`src/rtl/alu_seq.sv`:
```
// alu_seq: sequential ALU feeding the accumulator; single-cycle logic/arith ops,
// shift-add multiply and restoring divide, with a one-cycle load strobe.
module alu_seq #(
    parameter int W = 8
) (
    input  logic         clk,
    input  logic         clr,
    input  logic         start,
    input  logic [3:0]   op,
    input  logic [W-1:0] a_in,
    input  logic [W-1:0] b_in,
    output logic [W-1:0] alu_out,
    output logic         en_da,
    output logic         busy,
    output logic         carry,
    output logic         zero,
    output logic         div_err
);
    localparam int CW = $clog2(W) + 1;
    typedef enum logic [1:0] {IDLE, MUL, DIV, DONE} state_t;
    state_t r_state, w_state;
    logic [W-1:0] r_a, w_a, r_b, w_b, r_quo, w_quo, r_out, w_out;
    logic [CW-1:0] r_cnt, w_cnt;
    logic [2*W-1:0] r_prod, w_prod, w_mprod;
    logic [W:0] r_rem, w_rem, w_sum, w_dif, w_madd, w_shift, w_trial, w_nrem;
    logic [W-1:0] w_res, w_nquo;
    logic r_carry, w_carry, r_zero, w_zero, r_err, w_err, w_c, w_qbit, w_last;
    always_comb begin
        w_sum = {1'b0, a_in} + {1'b0, b_in};
        w_dif = {1'b0, a_in} - {1'b0, b_in};
        w_res = a_in;
        w_c   = 1'b0;
        case (op)
            4'd0:    {w_c, w_res} = w_sum;
            4'd1:    {w_c, w_res} = w_dif;
            4'd2:    w_res = a_in & b_in;
            4'd3:    w_res = a_in | b_in;
            4'd4:    w_res = a_in ^ b_in;
            4'd5:    w_res = ~a_in;
            4'd6:    {w_c, w_res} = {a_in, 1'b0};
            4'd7:    {w_res, w_c} = {1'b0, a_in};
            4'd10:   w_res = b_in;
            default: w_res = a_in;
        endcase
    end
    // One multiplier bit (LSB first) and one quotient bit (MSB first) per cycle
    assign w_madd  = {1'b0, r_prod[2*W-1:W]} + (r_prod[0] ? {1'b0, r_a} : '0);
    assign w_mprod = {w_madd, r_prod[W-1:1]};
    assign w_shift = {r_rem[W-1:0], r_quo[W-1]};
    assign w_trial = w_shift - {1'b0, r_b};
    assign w_qbit  = ~w_trial[W];
    assign w_nrem  = w_qbit ? w_trial : w_shift;
    assign w_nquo  = {r_quo[W-2:0], w_qbit};
    assign w_last  = r_cnt == CW'(W - 1);
    always_comb begin
        w_state = r_state;
        w_cnt   = r_cnt;
        w_a     = r_a;
        w_b     = r_b;
        w_prod  = r_prod;
        w_rem   = r_rem;
        w_quo   = r_quo;
        w_out   = r_out;
        w_carry = r_carry;
        w_zero  = r_zero;
        w_err   = r_err;
        case (r_state)
            IDLE: if (start) begin
                w_a   = a_in;
                w_b   = b_in;
                w_cnt = '0;
                if (op == 4'd8) begin
                    w_state = MUL;
                    w_prod  = {{W{1'b0}}, b_in};
                end else if (op == 4'd9 && b_in != '0) begin
                    w_state = DIV;
                    w_rem   = '0;
                    w_quo   = a_in;
                end else if (op == 4'd9) begin
                    w_state = DONE;
                    w_out   = '1;
                    w_carry = 1'b0;
                    w_zero  = 1'b0;
                    w_err   = 1'b1;
                end else begin
                    w_state = DONE;
                    w_out   = w_res;
                    w_carry = w_c;
                    w_zero  = w_res == '0;
                    w_err   = 1'b0;
                end
            end
            MUL: begin
                w_prod = w_mprod;
                w_cnt  = r_cnt + CW'(1);
                if (w_last) begin
                    w_state = DONE;
                    w_out   = w_mprod[W-1:0];
                    w_carry = |w_mprod[2*W-1:W];
                    w_zero  = w_mprod[W-1:0] == '0;
                    w_err   = 1'b0;
                end
            end
            DIV: begin
                w_rem = w_nrem;
                w_quo = w_nquo;
                w_cnt = r_cnt + CW'(1);
                if (w_last) begin
                    w_state = DONE;
                    w_out   = w_nquo;
                    w_carry = 1'b0;
                    w_zero  = w_nquo == '0;
                    w_err   = 1'b0;
                end
            end
            default: w_state = IDLE;
        endcase
    end
    always_ff @(posedge clk or negedge clr) begin
        if (!clr) begin
            r_state <= IDLE;
            r_cnt   <= '0;
            r_a     <= '0;
            r_b     <= '0;
            r_prod  <= '0;
            r_rem   <= '0;
            r_quo   <= '0;
            r_out   <= '0;
            r_carry <= 1'b0;
            r_zero  <= 1'b0;
            r_err   <= 1'b0;
        end else begin
            r_state <= w_state;
            r_cnt   <= w_cnt;
            r_a     <= w_a;
            r_b     <= w_b;
            r_prod  <= w_prod;
            r_rem   <= w_rem;
            r_quo   <= w_quo;
            r_out   <= w_out;
            r_carry <= w_carry;
            r_zero  <= w_zero;
            r_err   <= w_err;
        end
    end
    assign alu_out = r_out;
    assign en_da   = r_state == DONE;
    assign busy    = r_state != IDLE;
    assign carry   = r_carry;
    assign zero    = r_zero;
    assign div_err = r_err;
endmodule

```
`config.mk`:
```
export PLATFORM = sky130hd
export DESIGN_NAME = alu_seq
export DESIGN_NICKNAME = d
export VERILOG_FILES = /design/src/rtl/alu_seq.sv
export SDC_FILE = /design/constraint.sdc
export NUM_CORES = 1
export LEC_CHECK = 0
export ABC_AREA = 1
export BUFFER_PORTS_ARGS = -buffer_cell sky130_fd_sc_hd__buf_2
export CORE_ASPECT_RATIO = 0.75
export CORE_UTILIZATION = 28
export DETAILED_ROUTE_END_ITERATION = 12
export GPL_ROUTABILITY_DRIVEN = 0
export PLACE_DENSITY = 0.41
export SLEW_MARGIN = 20
export SYNTH_ARGS = -nofsm -noshare
export SYNTH_HDL_FRONTEND = slang
export SYNTH_SLANG_ARGS = --single-unit
```
`constraint.sdc`:
```
create_clock -name clk -period 4.06 [get_ports clk]
set_clock_uncertainty 0.1 [all_clocks]
set_input_delay 0.203 -clock clk [delete_from_list [all_inputs] [get_ports clk]]
set_output_delay 0.203 -clock clk [all_outputs]
set_load 0.02 [all_outputs]
```
==> results of run 1 <==
final timing paths:
path / endpoint / startpoint / depth (start not counted) / slack, ps
worst max-delay path: alu_out[6] / r_state[1] / 9 / 1360
worst min-delay path: r_prod[3] / b_in[3] / 3 / 100
worst max register to register: alu_out[6] / r_state[1] / 9 / 1360
worst min register to register: alu_out[0] / alu_out[0] / 2 / 380
max in group asynchronous: carry / clr / 3 / 2450
min in group asynchronous: r_rem[1] / clr / 2 / 440
layer usage:
| metal | global-route usage, % | vias to the layer above |
|---|---|---|
| met5 | 0 | - |
| met3 | 4.25 | 14 |
| li1 | - | 2582 |
| met2 | 26.8 | 196 |
| met1 | 32.6 | 2516 |
| met4 | 3.81 | 0 |
power breakdown:
part / internal (mW) / switching, mW
Clock: 0.524 / 0.265
Sequential: 0.939 / 0.237
Combinational: 0.785 / 1.60
cells by family after synthesis:
group | Yosys count | synth area share (%)
and+or+nand+nor | 372 | 29.6
xor gates and xnor gates | 13 | 2.17
adders and majority gates | 49 | 12.2
buffers and inverters | 128 | 9.51
AOI/OAI and AO/OA | 139 | 15.5
DFF | 65 | 31.0
final cells by class:
class / instances / area share [%]
well taps: 242 / 5.05
flip-flops and latches: 65 / 27.1
multi-input cells: 573 / 52.2
clock buffers: 14 / 4.57
clock inverters: 2 / 0.585
repair buffers: 41 / 3.72
inverters: 108 / 6.77
worst max-delay path, cell delays in order (launching register included):
cell      delay, ps
dfrtp_1         410
inv_1           100
ha_1            440
clkinv_1        440
a21oi_1         240
inv_1            70
nand2_2         280
inv_1           210
nand3_1         220
nand2_1          70
through the flow:
stage / instance area (um2) / total power, mW / utilization, % / std cells
2_1_floorplan: 5250 / 2.84 / - / 766
3_3_place_gp: 5670 / 3.57 / 31.6 / 1028
3_5_place_dp: 5670 / 3.55 / 31.6 / 1028
4_1_cts: 5990 / 4.38 / 33.3 / 1045
6_report: 5990 / 4.35 / 33.3 / 1045
5_1_grt: 5990 / 4.77 / 33.3 / 1045
repair_timing:
item | 4_1_cts | 5_1_grt
setup endpoints to repair | 0 | 0
hold buffers | 1 | 0
setup buffers | 0 | 0
endpoints found under the hold margin | 36 | 0
synthesized netlist by cell type, drive strengths merged, types with 9 or more instances:
cell | count | area [um2]
a31oi | 14 | 87.6
o22ai | 11 | 68.8
o211ai | 13 | 97.6
nand4 | 19 | 119
ha | 45 | 563
o21ai | 55 | 283
clkbuf | 9 | 33.8
nor2 | 56 | 218
buf | 11 | 60.1
nand3 | 57 | 285
nand2 | 230 | 871
dfrtp | 65 | 1630
a21oi | 34 | 178
inv | 107 | 402
state kept, by name (all words and copies together), names as in the netlist, 2 cells and up:
| name | cells |
|---|---|
| r_state | 2 |
| alu_out | 8 |
| r_b | 8 |
| r_rem | 8 |
| r_prod | 16 |
| r_quo | 8 |
| r_cnt | 4 |
| r_a | 8 |
==> impl_metrics.csv, run 1 <==
group,metric,value,unit
detailed_routing,ant_nets,0,
outcome,outcome,"complete, no violations",
synthesis,yosysWarnings,0,
clock_network,cts_max_path_buffers,2,
critical_path,cp-start-kind,"flip-flop",
finish,final_cell_mix,"nand2_1 (227), inv_1 (105), dfrtp_1 (65), nand3_1 (57), nor2_1 (53)",
synthesis,netlist_area,5250,um2
detailed_routing,highest_layer,"met4",
synthesis,ys_seq_elements,65,
synthesis,syn_nets,838,
global_routing,grt_max_degree,38,
synthesis,synth-edff-count,0,
clock_network,cts_resized,0,
sta,setup_violations,0,
sta,report.final.slew_viol_count,0,
place,io_buffers,35,
global_routing,antenna_found_initial,0,
critical_path,worstPathArrival,2820,ps
finish,area_growth,14.1,%
detailed_routing,wl_per_cell,18.0,um
job,drv_cap,0,
clock_network,cts-root-buf,"clkbuf_16",
finish,final_common_cell,"nand2_1",
finish,diodes,0,
global_routing,grt_pass1_wl,29.6,mm
detailed_routing,detail_route.vias_per_cell,5.08,
synthesis,synthFlopType,"dfrtp_1",
sta,tightest_slew,873,ps
global_routing,grt_pass1_vias,5126,
sta,fmax,370,MHz
clock_network,cts_tree,"built",
detailed_routing,first_pass_iters,5,
synthesis,synth_cells,766,
sta,hold-worst-slack,102,ps
synthesis,seq_area_frac_synth,31.0,%
floorplan,initial_core_util,29.2,%
sta,worst_slack,1360,ps
pwr,max-vdd-ir-drop,0.464,mV
detailed_routing,met2_length,7.00,mm
sta,relSlewSlack,41.8,%
sta,timing.final.hold_violations,0,
sta,timing.final.crit_share,66.6,%
sta,rsz0062_at_grt,"false",
place,detailedPlace.worstSlack,1420,ps
clock_network,path_clk_slew,60,ps
critical_path,crit_type,"reg -> reg",
sta,period_minus_slack,2700,ps
finish,seq_area,1630,um2
place,dpl.hpwl,15.1,mm
critical_path,required,4170,ps
floorplan,die_w,160,um
critical_path,path_max_fanout,16,
global_routing,overflow,0,
pwr,leakagePower,3.06,nW
finish,multiInputGateArea,3130,um2
clock_network,numClockSinks,65,
floorplan,fp.dieH,121,um
floorplan,ios,36,
floorplan,fp-row-count,42,
clock_network,insertion_delay,320,ps
detailed_routing,totalWireLength,18.8,mm
hold_path,hold_path.class,"in -> reg",
clock_network,h-tree-depth,3,
finish,num-fill-cells,1997,
pwr,p_per_area,726,nW/um2
detailed_routing,route.met3.wl,1.43,mm
detailed_routing,wl_met1,10.2,mm
critical_path,endpoint_kind,"flip-flop",
detailed_routing,drt_iter0_drc,511,
detailed_routing,drcViolationCount,0,
detailed_routing,vias,5308,
floorplan,core_region_area,18000,um2
synthesis,syn_area_per_cell,6.86,um2
floorplan,die_area,19300,um2
global_routing,track_usage,20.3,%
synthesis,synthDistinctLibCells,37,
sta,fin_setup_tns,0,ps
clock_network,cts_made_buffers,9,
finish,drive_gt1_share,8.59,%
finish,layout.nets,870,
synthesis,ys_async_sr_fraction,100,%
No activity file was read; power rests on OpenSTA's default activity.
==> run 2, diff against run 1 <==
--- a/config.mk
+++ b/config.mk
@@ -5,13 +5,13 @@
 export SDC_FILE = /design/constraint.sdc
 export NUM_CORES = 1
 export LEC_CHECK = 0
-export ABC_AREA = 1
+export ABC_AREA = 0
 export BUFFER_PORTS_ARGS = -buffer_cell sky130_fd_sc_hd__buf_2
 export CORE_ASPECT_RATIO = 0.75
 export CORE_UTILIZATION = 28
 export DETAILED_ROUTE_END_ITERATION = 12
 export GPL_ROUTABILITY_DRIVEN = 0
-export PLACE_DENSITY = 0.41
+export PLACE_DENSITY = 0.43
 export SLEW_MARGIN = 20
 export SYNTH_ARGS = -nofsm -noshare
 export SYNTH_HDL_FRONTEND = slang
==> constraint.sdc (replaced) <==
create_clock -name clk -period 2.3 [get_ports clk]
set_clock_uncertainty 0.1 [all_clocks]
set_input_delay 0.115 -clock clk [delete_from_list [all_inputs] [get_ports clk]]
set_output_delay 0.115 -clock clk [all_outputs]
set_load 0.02 [all_outputs]
==> impl_metrics.csv, run 2 <==
group,metric,value,unit
finish,layout.nets,895,
detailed_routing,wl_per_cell,18.6,um
synthesis,synth_cells,655,
synthesis,ys_async_sr_fraction,100,%
finish,area_growth,38.0,%
outcome,violations,"negative setup slack",
finish,seq_area,1630,um2
synthesis,synth_top_cell_area_share,29.8,%
clock_network,numClockSinks,65,
sta,rsz0062_at_grt,"true",
critical_path,cp-start-kind,"flip-flop",
synthesis,synth.top_cells.by_count,"nand2_1 (87), o21ai_0 (69), dfrtp_1 (65)",
clock_network,insertion_delay,330,ps
synthesis,netlist_area,5450,um2
synthesis,yosysWarnings,0,
sta,report.final.slew_viol_count,0,
place,dpl.hpwl,15.7,mm
place,io_buffers,35,
sta,fin_setup_tns,-2210,ps
job,drv_cap,0,
synthesis,synthFlopType,"dfrtp_1",
critical_path,cp_slowest_cell,"or4_1",
pwr,p_per_area,1240,nW/um2
finish,fin_util,40.1,%
synthesis,syn_nets,727,
place,detailedPlace.worstSlack,-686,ps
finish,final_common_cell,"buf_4",
pwr,max-vdd-ir-drop,0.606,mV
synthesis,syn_area_per_cell,8.32,um2
sta,setup_violations,14,
critical_path,crit_type,"reg -> reg",
clock_network,cts-root-buf,"clkbuf_16",
sta,timing.final.hold_violations,0,
critical_path,worstPathCellList,"and2_4, ha_4, fa_2, a21o_1, a21oi_2, xnor2_1, or4_1, a2111o_1, o311ai_2, o211ai_1",
detailed_routing,drt_iter0_drc,451,
hold_path,hold_path.class,"in -> reg",
detailed_routing,vias,5722,
finish,drive_gt1_share,31.5,%
global_routing,grt_pass1_vias,5492,
synthesis,ys_seq_elements,65,
detailed_routing,detail_route.vias_per_cell,5.32,
clock_network,h-tree-depth,3,
floorplan,die_area,20000,um2
global_routing,grt_max_degree,66,
synthesis,seq_area_frac_synth,29.8,%
finish,num-fill-cells,1891,
finish,final_cell_mix,"buf_4 (146), nand2_1 (86), dfrtp_1 (65), o21ai_0 (58), nor2_1 (42)",
clock_network,cts_tree,"built",
floorplan,core_region_area,18800,um2
finish,top_register,"r_prod",
finish,diodes,0,
detailed_routing,ant_nets,0,
critical_path,slowest_delay,520,ps
global_routing,antenna_found_initial,0,
finish,largest_reg_flops,16,
critical_path,ff2ff_setup_slack,-680,ps
detailed_routing,totalWireLength,20.0,mm
outcome,outcome,"complete, but fails checks",
critical_path,endpoint_kind,"flip-flop",
floorplan,fp-row-count,43,
global_routing,track_usage,20.6,%
sta,period_minus_slack,2980,ps
finish,multiInputGateArea,3710,um2
clock_network,cts_made_buffers,9,
floorplan,ios,36,
floorplan,fp.dieH,123,um
synthesis,synthDistinctLibCells,72,
critical_path,required,2400,ps
synthesis,synth_area_leaders,"dfrtp_1 (30%), ha_1 (10%), o21ai_0 (6.3%)",
synthesis,synth_area_leader_cell,"dfrtp_1",
pwr,leakagePower,3.54,nW
floorplan,die_w,163,um
synthesis,yosysMostFrequentCell,"nand2_1",
sta,hold-worst-slack,97.4,ps
sta,worst_slack,-682,ps
pwr,finalPower,9.35,mW
sta,tightest_slew,762,ps
sta,timing.final.crit_share,130,%
critical_path,path_max_fanout,2,
detailed_routing,first_pass_iters,5,
clock_network,path_clk_slew,60,ps
global_routing,grt_pass1_wl,31.2,mm
critical_path,worstPathArrival,3080,ps
synthesis,synth-edff-count,0,
clock_network,cts_max_path_buffers,2,
floorplan,initial_core_util,29.0,%
sta,relSlewSlack,48.5,%
global_routing,overflow,0,
detailed_routing,drcViolationCount,0,
sta,fmax,335,MHz
[run 2: cell types whose count changed after synthesis, moves of 11 or more]
cell	previous run	this run
nand2_1	227	87
inv_1	105	39
nand3_1	57	7
mux2i_1	0	27
o21ai_0	49	69
nand4_1	19	3
nor2b_1	0	15
a21oi_1	32	20
and2_1	0	11
nand2b_1	0	11
[run 2: final timing paths]
check | from | end | cells after the start
worst max-delay path | r_a[0] | carry | 10
worst min-delay path | b_in[7] | r_prod[7] | 3
worst max register to register | r_a[0] | carry | 10
worst min register to register | r_b[7] | r_b[7] | 2
max in group asynchronous | clr | div_err | 3
min in group asynchronous | clr | r_prod[13] | 3
[run 2: layout make-up]
type / instances / share of cell area, %
multi-input combinational: 513 / 49.3
sequential: 65 / 21.6
timing repair buffer: 193 / 19.0
tap: 247 / 4.11
clock buffer: 9 / 2.99
inverter: 41 / 2.05
clock inverter: 7 / 0.948
[run 2: per-stage QoR]
step	std cells	area, um2
2_1_floorplan	655	5470
3_3_place_gp	1048	6930
3_5_place_dp	1048	6930
4_1_cts	1071	7370
5_1_grt	1075	7520
6_report	1075	7520
[run 2: power breakdown]
part / leakage [nW] / total [mW] / internal (mW) / switching (mW)
Clock: 0.137 / 1.37 / 0.836 / 0.538
Combinational: 2.57 / 5.92 / 2.86 / 3.07
Sequential: 0.832 / 2.05 / 1.64 / 0.407
Total: 3.54 / 9.35 / 5.34 / 4.01
[run 2: what timing repair did]
item,CTS,global route
buffers inserted,7,5
hold buffers,1,0
cloned,0,0
resized for setup,19,29
setup endpoints to repair,18,29
pin swaps,10,13
endpoints found under the hold margin,65,0
[run 2: cell families (layout without fill, tap and decap cells)]
kind of cell,Yosys count,count (layout),synth area share (%)
XOR/XNOR,12,12,1.93
AO/OA/AOI/OAI,196,196,23.9
buffers and inverters,77,250,5.58
multiplexers,32,32,6.61
AND/OR/NAND/NOR,224,224,20.3
flip-flops,65,65,29.8
adder cells (fa/ha/maj),49,49,11.8
[run 2: critical path: cells and delay by family (launching register included)]
kind | cells | cell delay [ps]
AOI/OAI and AO/OA | 5 | 1070
xor gates and xnor gates | 1 | 100
adders and majority gates | 2 | 530
DFF | 1 | 370
and+or+nand+nor | 2 | 680
[run 2: routing by layer]
metal  wire (um)  global-route usage [%]
met5           0                       0
met2        8650                    30.6
met4         151                    3.62
met1       10000                    31.1
met3        1160                    3.51
